--- config.mk ---
export PLATFORM = sky130hd
export DESIGN_NAME = sprite_blitter
export DESIGN_NICKNAME = d
export VERILOG_FILES = /design/src/rtl/vga_pkg.sv /design/src/rtl/sprite_blitter_addr_gen.sv /design/src/rtl/sprite_blitter.sv
export SDC_FILE = /design/constraint.sdc
export NUM_CORES = 1
export LEC_CHECK = 0
export ABC_AREA = 1
export CORE_ASPECT_RATIO = 0.75
export CORE_MARGIN = 3
export CORE_UTILIZATION = 52
export DETAILED_ROUTE_END_ITERATION = 7
export PLACE_DENSITY = 0.83
export SLEW_MARGIN = 10
export SYNTH_ARGS = -nofsm -noshare
export SYNTH_HDL_FRONTEND = slang
export SYNTH_SLANG_ARGS = --single-unit
--- constraint.sdc ---
create_clock -name clk -period 2.9 [get_ports clk]
set_clock_uncertainty 0.15 [all_clocks]
set_input_delay 0.58 -clock clk [delete_from_list [all_inputs] [get_ports clk]]
set_output_delay 0.58 -clock clk [all_outputs]
set_load 0.01 [all_outputs]
--- src/rtl/vga_pkg.sv ---
// Constants and state encoding shared by the VGA write-path blocks.
package vga_pkg;

    localparam int COLOR_WIDTH    = 3;
    localparam int SCREEN_X       = 160;
    localparam int SCREEN_Y       = 120;
    localparam int SCREEN_WIDTH_X = 8;
    localparam int SCREEN_WIDTH_Y = 7;

    typedef enum logic [1:0] {
        IDLE  = 2'd0,
        RUN   = 2'd1,
        DRAIN = 2'd2,
        DONE  = 2'd3
    } blit_state_e;

endpackage

--- src/rtl/sprite_blitter_addr_gen.sv ---
// Raster-order sprite address counter: clear to (0,0), step x then y, flag the last address.
module blit_addr_gen #(
    parameter int WIDTH_X  = 4,
    parameter int WIDTH_Y  = 3,
    parameter int SPRITE_X = 10,
    parameter int SPRITE_Y = 6
) (
    input  logic               clk,
    input  logic               resetn,
    input  logic               clear,
    input  logic               step,
    output logic [WIDTH_X-1:0] sprite_x,
    output logic [WIDTH_Y-1:0] sprite_y,
    output logic               last
);

    localparam logic [WIDTH_X-1:0] X_LAST = WIDTH_X'(SPRITE_X - 1);
    localparam logic [WIDTH_Y-1:0] Y_LAST = WIDTH_Y'(SPRITE_Y - 1);

    logic row_end;

    assign row_end = (sprite_x == X_LAST);
    assign last    = row_end && (sprite_y == Y_LAST);

    always_ff @(posedge clk or negedge resetn) begin
        if (!resetn) begin
            sprite_x <= '0;
            sprite_y <= '0;
        end else if (clear) begin
            sprite_x <= '0;
            sprite_y <= '0;
        end else if (step) begin
            if (row_end) begin
                sprite_x <= '0;
                sprite_y <= sprite_y + 1'b1;
            end else begin
                sprite_x <= sprite_x + 1'b1;
            end
        end
    end

endmodule

--- src/rtl/sprite_blitter.sv ---
// Sprite blitter: walks the sprite RAM, offsets by a latched screen position and emits clipped VGA writes.
// Optional build macro SPRITE_BLITTER_TRANSPARENCY_EN skips pixels whose colour equals TRANSPARENT_COLOR.
module sprite_blitter #(
    parameter int WIDTH_X        = 4,
    parameter int WIDTH_Y        = 3,
    parameter int SPRITE_X       = 10,
    parameter int SPRITE_Y       = 6,
    parameter int SCREEN_WIDTH_X = vga_pkg::SCREEN_WIDTH_X,
    parameter int SCREEN_WIDTH_Y = vga_pkg::SCREEN_WIDTH_Y,
    parameter int SCREEN_X       = vga_pkg::SCREEN_X,
    parameter int SCREEN_Y       = vga_pkg::SCREEN_Y,
    parameter int COLOR_WIDTH    = vga_pkg::COLOR_WIDTH
`ifdef SPRITE_BLITTER_TRANSPARENCY_EN
    ,
    parameter logic [COLOR_WIDTH-1:0] TRANSPARENT_COLOR = '0
`endif
) (
    input  logic                      clk,
    input  logic                      resetn,
    input  logic                      start,
    input  logic [SCREEN_WIDTH_X-1:0] pos_x,
    input  logic [SCREEN_WIDTH_Y-1:0] pos_y,
    output logic                      busy,
    output logic                      done,
    output logic [WIDTH_X-1:0]        sprite_x,
    output logic [WIDTH_Y-1:0]        sprite_y,
    input  logic [COLOR_WIDTH-1:0]    color_in,
    output logic [SCREEN_WIDTH_X-1:0] vga_x,
    output logic [SCREEN_WIDTH_Y-1:0] vga_y,
    output logic [COLOR_WIDTH-1:0]    vga_colour,
    output logic                      vga_plot
);

    import vga_pkg::*;

    localparam logic [SCREEN_WIDTH_X:0] X_LIM = SCREEN_X[SCREEN_WIDTH_X:0];
    localparam logic [SCREEN_WIDTH_Y:0] Y_LIM = SCREEN_Y[SCREEN_WIDTH_Y:0];

    blit_state_e state, state_nxt;

    logic [SCREEN_WIDTH_X-1:0] pos_x_q;
    logic [SCREEN_WIDTH_Y-1:0] pos_y_q;
    logic                      valid_d;
    logic [WIDTH_X-1:0]        sx_d;
    logic [WIDTH_Y-1:0]        sy_d;
    logic                      addr_clear;
    logic                      addr_step;
    logic                      addr_last;
    logic [SCREEN_WIDTH_X:0]   sum_x;
    logic [SCREEN_WIDTH_Y:0]   sum_y;
    logic                      on_screen;

    blit_addr_gen #(
        .WIDTH_X  (WIDTH_X),
        .WIDTH_Y  (WIDTH_Y),
        .SPRITE_X (SPRITE_X),
        .SPRITE_Y (SPRITE_Y)
    ) u_addr_gen (
        .clk      (clk),
        .resetn   (resetn),
        .clear    (addr_clear),
        .step     (addr_step),
        .sprite_x (sprite_x),
        .sprite_y (sprite_y),
        .last     (addr_last)
    );

    always_ff @(posedge clk or negedge resetn) begin
        if (!resetn) begin
            state   <= IDLE;
            pos_x_q <= '0;
            pos_y_q <= '0;
            valid_d <= 1'b0;
            sx_d    <= '0;
            sy_d    <= '0;
        end else begin
            state <= state_nxt;
            if (state == IDLE && start) begin
                pos_x_q <= pos_x;
                pos_y_q <= pos_y;
            end
            // Address issued this cycle returns from the RAM next cycle.
            valid_d <= (state == RUN);
            sx_d    <= sprite_x;
            sy_d    <= sprite_y;
        end
    end

    always_comb begin
        state_nxt  = state;
        addr_clear = 1'b0;
        addr_step  = 1'b0;
        case (state)
            IDLE: begin
                if (start) begin
                    addr_clear = 1'b1;
                    state_nxt  = RUN;
                end
            end
            RUN: begin
                if (addr_last) state_nxt = DRAIN;
                else           addr_step = 1'b1;
            end
            DRAIN:   state_nxt = DONE;
            DONE:    state_nxt = IDLE;
            default: state_nxt = IDLE;
        endcase
    end

    assign busy = (state != IDLE);
    assign done = (state == DONE);

    // One extra bit so positions near the right/bottom edge clip instead of wrapping.
    assign sum_x     = {1'b0, pos_x_q} + {{(SCREEN_WIDTH_X + 1 - WIDTH_X){1'b0}}, sx_d};
    assign sum_y     = {1'b0, pos_y_q} + {{(SCREEN_WIDTH_Y + 1 - WIDTH_Y){1'b0}}, sy_d};
    assign on_screen = (sum_x < X_LIM) && (sum_y < Y_LIM);

    assign vga_x      = sum_x[SCREEN_WIDTH_X-1:0];
    assign vga_y      = sum_y[SCREEN_WIDTH_Y-1:0];
    assign vga_colour = color_in;

`ifdef SPRITE_BLITTER_TRANSPARENCY_EN
    assign vga_plot = valid_d && on_screen && (color_in != TRANSPARENT_COLOR);
`else
    assign vga_plot = valid_d && on_screen;
`endif

endmodule

# ---- Word level (Yosys, flattened, before mapping)
# Cells that the tools add are included.
dict set report word_totals {
  romBits 0
  memories 0
  latchBits 0
  ramBits 0
  out_inout_bits 28
  in_bits 21
  reg_bits 32
}
dict set report classes {
  multipliers 0
  muxes 13
  addsub 4
  n_bitwise 0
  n_div 0
  n_reduce_logical 10
  eq_ne 7
  n_shift 0
  magnitude_cmp 2
}
# cell count
set ops {}
lappend ops {{4-bit 2-to-1 mux} 3}
lappend ops {{8-bit by 4-bit adder with 9-bit output} 1}
lappend ops {{9-bit by 8-bit less-than comparator with 1-bit output, second input constant} 1}
lappend ops {{3-bit 2-to-1 mux} 3}
lappend ops {{7-bit by 3-bit adder with 8-bit output} 1}
lappend ops {{8-bit by 7-bit less-than comparator with 1-bit output, second input constant} 1}
lappend ops {{2-bit case mux with 4 select lines} 1}
lappend ops {{2-bit nonzero test} 3}
lappend ops {{4-bit by 1-bit adder with 4-bit output, second input constant} 1}
lappend ops {{2-bit == test, second input constant} 2}
lappend ops {{4-bit == test, second input constant} 1}
lappend ops {{1-bit logical AND} 4}
lappend ops {{1-bit 2-to-1 mux} 4}
lappend ops {{2-bit 2-to-1 mux} 2}
lappend ops {{2-bit inequality test, second input constant} 2}
lappend ops {{2-bit AND reduction} 2}
lappend ops {{3-bit by 1-bit adder with 3-bit output, second input constant} 1}
lappend ops {{3-bit == test, second input constant} 1}
lappend ops {{2-bit by 1-bit == test with 1-bit output, second input constant} 1}
lappend ops {{2-bit zero test} 1}

# ---- Longest topological paths before layout
dict set report depth {
  depth_word 6
  ltp_mapped 11
}

# ---- Hierarchy
# From an unflattened synthesis, not the netlist that was laid out.
dict set report hier_totals {
  cells_unflattened 239
  hier_area_um2 1899.3
}
# mod seq_area_each_um2 area_per_inst_um2 instances cells_per_inst
set by_module_without_submodules {}
lappend by_module_without_submodules {sprite_blitter 625.6 1470.2 1 184}
lappend by_module_without_submodules {blit_addr_gen 175.2 429.2 1 55}

# ---- Least setup slack after synthesis
# Ideal clock, no wire load.
dict set report synth_path {
  path_kind {register to output}
  start {reg pos_x_q[0]}
  end {out vga_plot}
  arrival_ns 1.564
  path_stages_with_launch 10
  n_path_buf 0
  path_slack_ns 0.606
  path_cell_list {dfrtp_1 -> ha_1 -> inv_1 -> fa_1 -> nand3b_1 -> nand2_1 -> nand3_1 -> nand2_1 -> a21oi_1 -> nor2_1}
}
dict set report synth_between {
  elab_chain_len 4
}
# item line
set synth_lines {}
lappend synth_lines {{start: declaration} sprite_blitter.sv:41} ;# logic [SCREEN_WIDTH_X-1:0] pos_x_q;
lappend synth_lines {{start signal: assignment} sprite_blitter.sv:79} ;# pos_x_q <= pos_x;
lappend synth_lines {{8-bit by 4-bit adder with 9-bit output} sprite_blitter.sv:114} ;# assign sum_x = {1'b0, pos_x_q} + {{(SCREEN_WIDTH_X + 1 - WIDTH_X){1'b0}}, sx_d};
lappend synth_lines {{9-bit by 8-bit less-than comparator with 1-bit output} sprite_blitter.sv:116} ;# assign on_screen = (sum_x < X_LIM) && (sum_y < Y_LIM);
lappend synth_lines {{1-bit logical AND} sprite_blitter.sv:116}
lappend synth_lines {{1-bit logical AND} sprite_blitter.sv:125} ;# assign vga_plot = valid_d && on_screen;
lappend synth_lines {{end: declaration} sprite_blitter.sv:31} ;# output logic vga_plot
# No other way between the ends.

# ---- Worst setup path in the final report
dict set report layout_path {
  start {reg pos_y_q[2]}
  end {out vga_y[3]}
}
dict set report layout_between {
  elab_chain_len 1
}
# item line
set layout_lines {}
lappend layout_lines {{start: declaration} sprite_blitter.sv:42} ;# logic [SCREEN_WIDTH_Y-1:0] pos_y_q;
lappend layout_lines {{start signal: assignment} sprite_blitter.sv:80} ;# pos_y_q <= pos_y;
lappend layout_lines {{7-bit by 3-bit adder with 8-bit output} sprite_blitter.sv:115} ;# assign sum_y = {1'b0, pos_y_q} + {{(SCREEN_WIDTH_Y + 1 - WIDTH_Y){1'b0}}, sy_d};
lappend layout_lines {{end: declaration} sprite_blitter.sv:29} ;# output logic [SCREEN_WIDTH_Y-1:0] vga_y,
# No other way between the ends.

==> flow_summary.yaml <==
synthesis:
  syn_area_per_cell_um2: 8.24
  yosysWarningCount: 0
  syn-num-nets: 265
  syn_area_mm2: 0.00186
  synth_largest_area_cell: "dfrtp_1"
  ys_types: 28
  synth_top_area_share: 0.430
  synth_seq_cells: 32
  ys_seq_area_frac: 0.430
  syn_inst: 226
  synth_area_leaders: "dfrtp_1, nand2_1, ha_1, inv_1, nand3_1"
sta:
  max_freq_ghz: 0.356
  slew_viol_final: 0
  hold_viol_final: 0
  worstMarginPinSlew_ns: 0.409
  slew_headroom: 0.727
  setup_slack_ns: 0.0897
  setup_viol_count_final: 0
  final.period_utilization: 0.969
  hold_ws_ns: 0.283
  fin_crit_ns: 2.81
global_routing:
  grt_overflow_total: 0
  grt_usage: 0.190
  grt_pass1_wl_mm: 6.22
  grt_max_degree: 33
  grt_antenna_before_repair: 0
  grt_pass1_vias: 1460
cells_and_area:
  fillCellCount: 263
  syn_to_final_growth_pct: 33.9
  fin_nets: 313
  final_cell_mix: "nand2_1, clkdlybuf4s50_1, inv_1"
  antenna_cells: 0
  layout-drive-gt1-share: 0.131
  final_common_cell: "nand2_1"
cts:
  cts.sinks: 32
  cts-root-buf: "clkbuf_8"
  ctsHoldBuffers: 0
  clk_latency_ns: 0.28
  cts.reportedPaths.clkPinSlew_ns: 0.06
  cts_tree: "yes"
  cts.htree.levels: 2
  cts_max_path_buffers: 2
  numCtsBuffers: 5
floorplan:
  initial_utilization: 0.555
  rows: 18
  core_mm2: 0.00336
  fp.dieH_um: 57.8
  die-area_mm2: 0.00434
  fp.dieW_um: 75.1
  num_io_pins: 49
worst_hold_path:
  hold_path.class: "flop to flop"
  hold_depth: 0
drt:
  ant_nets: 0
  routed_wl_mm: 3.98
  drt-vias-per-instance: 4.94
  wl_per_cell_um: 12.6
  drc_errors: 0
  drt-initial-drc-count: 69
  vias: 1555
  first_pass_iters: 4
power_and_ir_drop:
  power.density_mw_per_mm2: 1190
  leakagePower_nw: 1.27
  peakVddDrop_v: 0.000611
worst_setup_path:
  cp_data_required_time_ns: 2.17
  reg2regPathDepth: 7
  cp-start-kind: "flop"
  criticalPathCategory: "flop to primary output"
  r2r_setup_slack_ns: 1.12
  cp-end-kind: "primary output"
  cp.arrival_ns: 2.08
  crit_path_max_fanout: 5
run_status:
  status: "complete, no violations"
placed_design:
  place_congestion: 0.852
  post-place-ws_ns: 0.0189
  io_buffer_count: 42
  dp_hpwl_mm: 2.68
flow_run:
  drv_cap: 0
-- kinds of logic after synthesis --
group | Yosys count | share of synthesized area
buf+inv | 42 | 0.0927
xor+xnor | 6 | 0.0282
fa+ha+maj | 18 | 0.129
compound gates | 24 | 0.0786
simple gates | 104 | 0.242
flops | 32 | 0.430
-- worst max-delay path, stage by stage, from the launching register on --
cell	delay, ns
dfrtp_1	0.38
ha_2	0.33
a21oi_2	0.23
nand2_1	0.12
nand2_1	0.07
nand2_1	0.06
inv_1	0.06
clkdlybuf4s50_1	0.53
-- routing by layer --
metal | vias up | GRT usage | share of wire
li1 | 797 | - | -
met1 | 719 | 0.258 | 0.47
met2 | 37 | 0.292 | 0.46
met3 | 2 | 0.0451 | 0.057
met4 | 0 | 0.0787 | 0.0048
met5 | - | 0 | 0
-- sequential cells by signal, indices dropped and copies added, names as in the netlist --
name,cells
pos_y_q,7
u_addr_gen.sprite_y,3
sy_d,3
valid_d,1
sx_d,4
pos_x_q,8
u_addr_gen.sprite_x,4
state,2
-- cell usage after synthesis --
library cell and count:
o21ai_2 2, nand3_1 15, dfrtp_1 32, nor2_2 1, o22ai_1 1, inv_1 34
nor2_1 11, nand3b_1 3, o21ai_0 10, xor2_1 4, fa_1 2, ha_1 16
inv_2 2, nor3_1 1, buf_4 3, nand3_2 1, nand2_2 2, buf_2 3
o21bai_2 1, xnor2_1 2, nand4_1 1, nand2_4 1, o21ai_1 2, or2_2 1
and2_1 1, nand2_1 66, o21ai_4 1, a21oi_1 7
-- path summary, 6_finish.rpt --
check / endpoint / from
worst min-delay path: sy_d[1]$_DFF_PN0_ / u_addr_gen.sprite_y[1]$_DFFE_PN0P_
worst min register to register: sy_d[1]$_DFF_PN0_ / u_addr_gen.sprite_y[1]$_DFFE_PN0P_
worst max-delay path: vga_y[3] / pos_y_q[2]$_DFFE_PN0P_
worst max register to register: u_addr_gen.sprite_y[2]$_DFFE_PN0P_ / state[0]$_DFFE_PN0P_
min in group asynchronous: u_addr_gen.sprite_y[1]$_DFFE_PN0P_ / resetn
max in group asynchronous: pos_x_q[1]$_DFFE_PN0P_ / resetn
-- final cells by class --
| type | instances | area, µm² | area share |
|---|---|---|---|
| inverters | 36 | 135 | 0.0542 |
| clock buffers | 6 | 72.6 | 0.0291 |
| clock inverters | 2 | 35.0 | 0.0140 |
| repair buffers | 47 | 450 | 0.181 |
| flip-flops and latches | 32 | 801 | 0.321 |
| well taps | 40 | 50.0 | 0.0201 |
| multi-input cells | 152 | 951 | 0.381 |
-- where the power goes --
group / internal [mW] / leakage [nW] / switching, mW
combinational: 0.857 / 0.815 / 0.853
clock: 0.255 / 0.0552 / 0.159
sequential: 0.658 / 0.400 / 0.196
total: 1.77 / 1.27 / 1.21
-- metrics by stage --
| step | instances | cell area (µm²) | power, mW | setup TNS [ns] | utilization |
|---|---|---|---|---|---|
| after global routing | 315 | 2490 | 3.24 | -0.00996 | 0.743 |
| after detailed placement | 304 | 2310 | 2.47 | 0 | 0.689 |
| after global placement | 304 | 2310 | 2.43 | 0 | 0.689 |
| after floorplan | 226 | 1860 | 1.76 | 0 | - |
| final | 315 | 2490 | 2.98 | 0 | 0.743 |
| after CTS | 313 | 2430 | 2.90 | 0 | 0.725 |
-- repair_timing --
item                                    CTS  global route
buffers inserted                          1             2
cloned                                    0             0
endpoints found under the hold margin     0             0
endpoints found under the setup margin    5             6
resized for setup                         8            12
pin swaps                                 2             4
(Power assumes the default switching activity.)
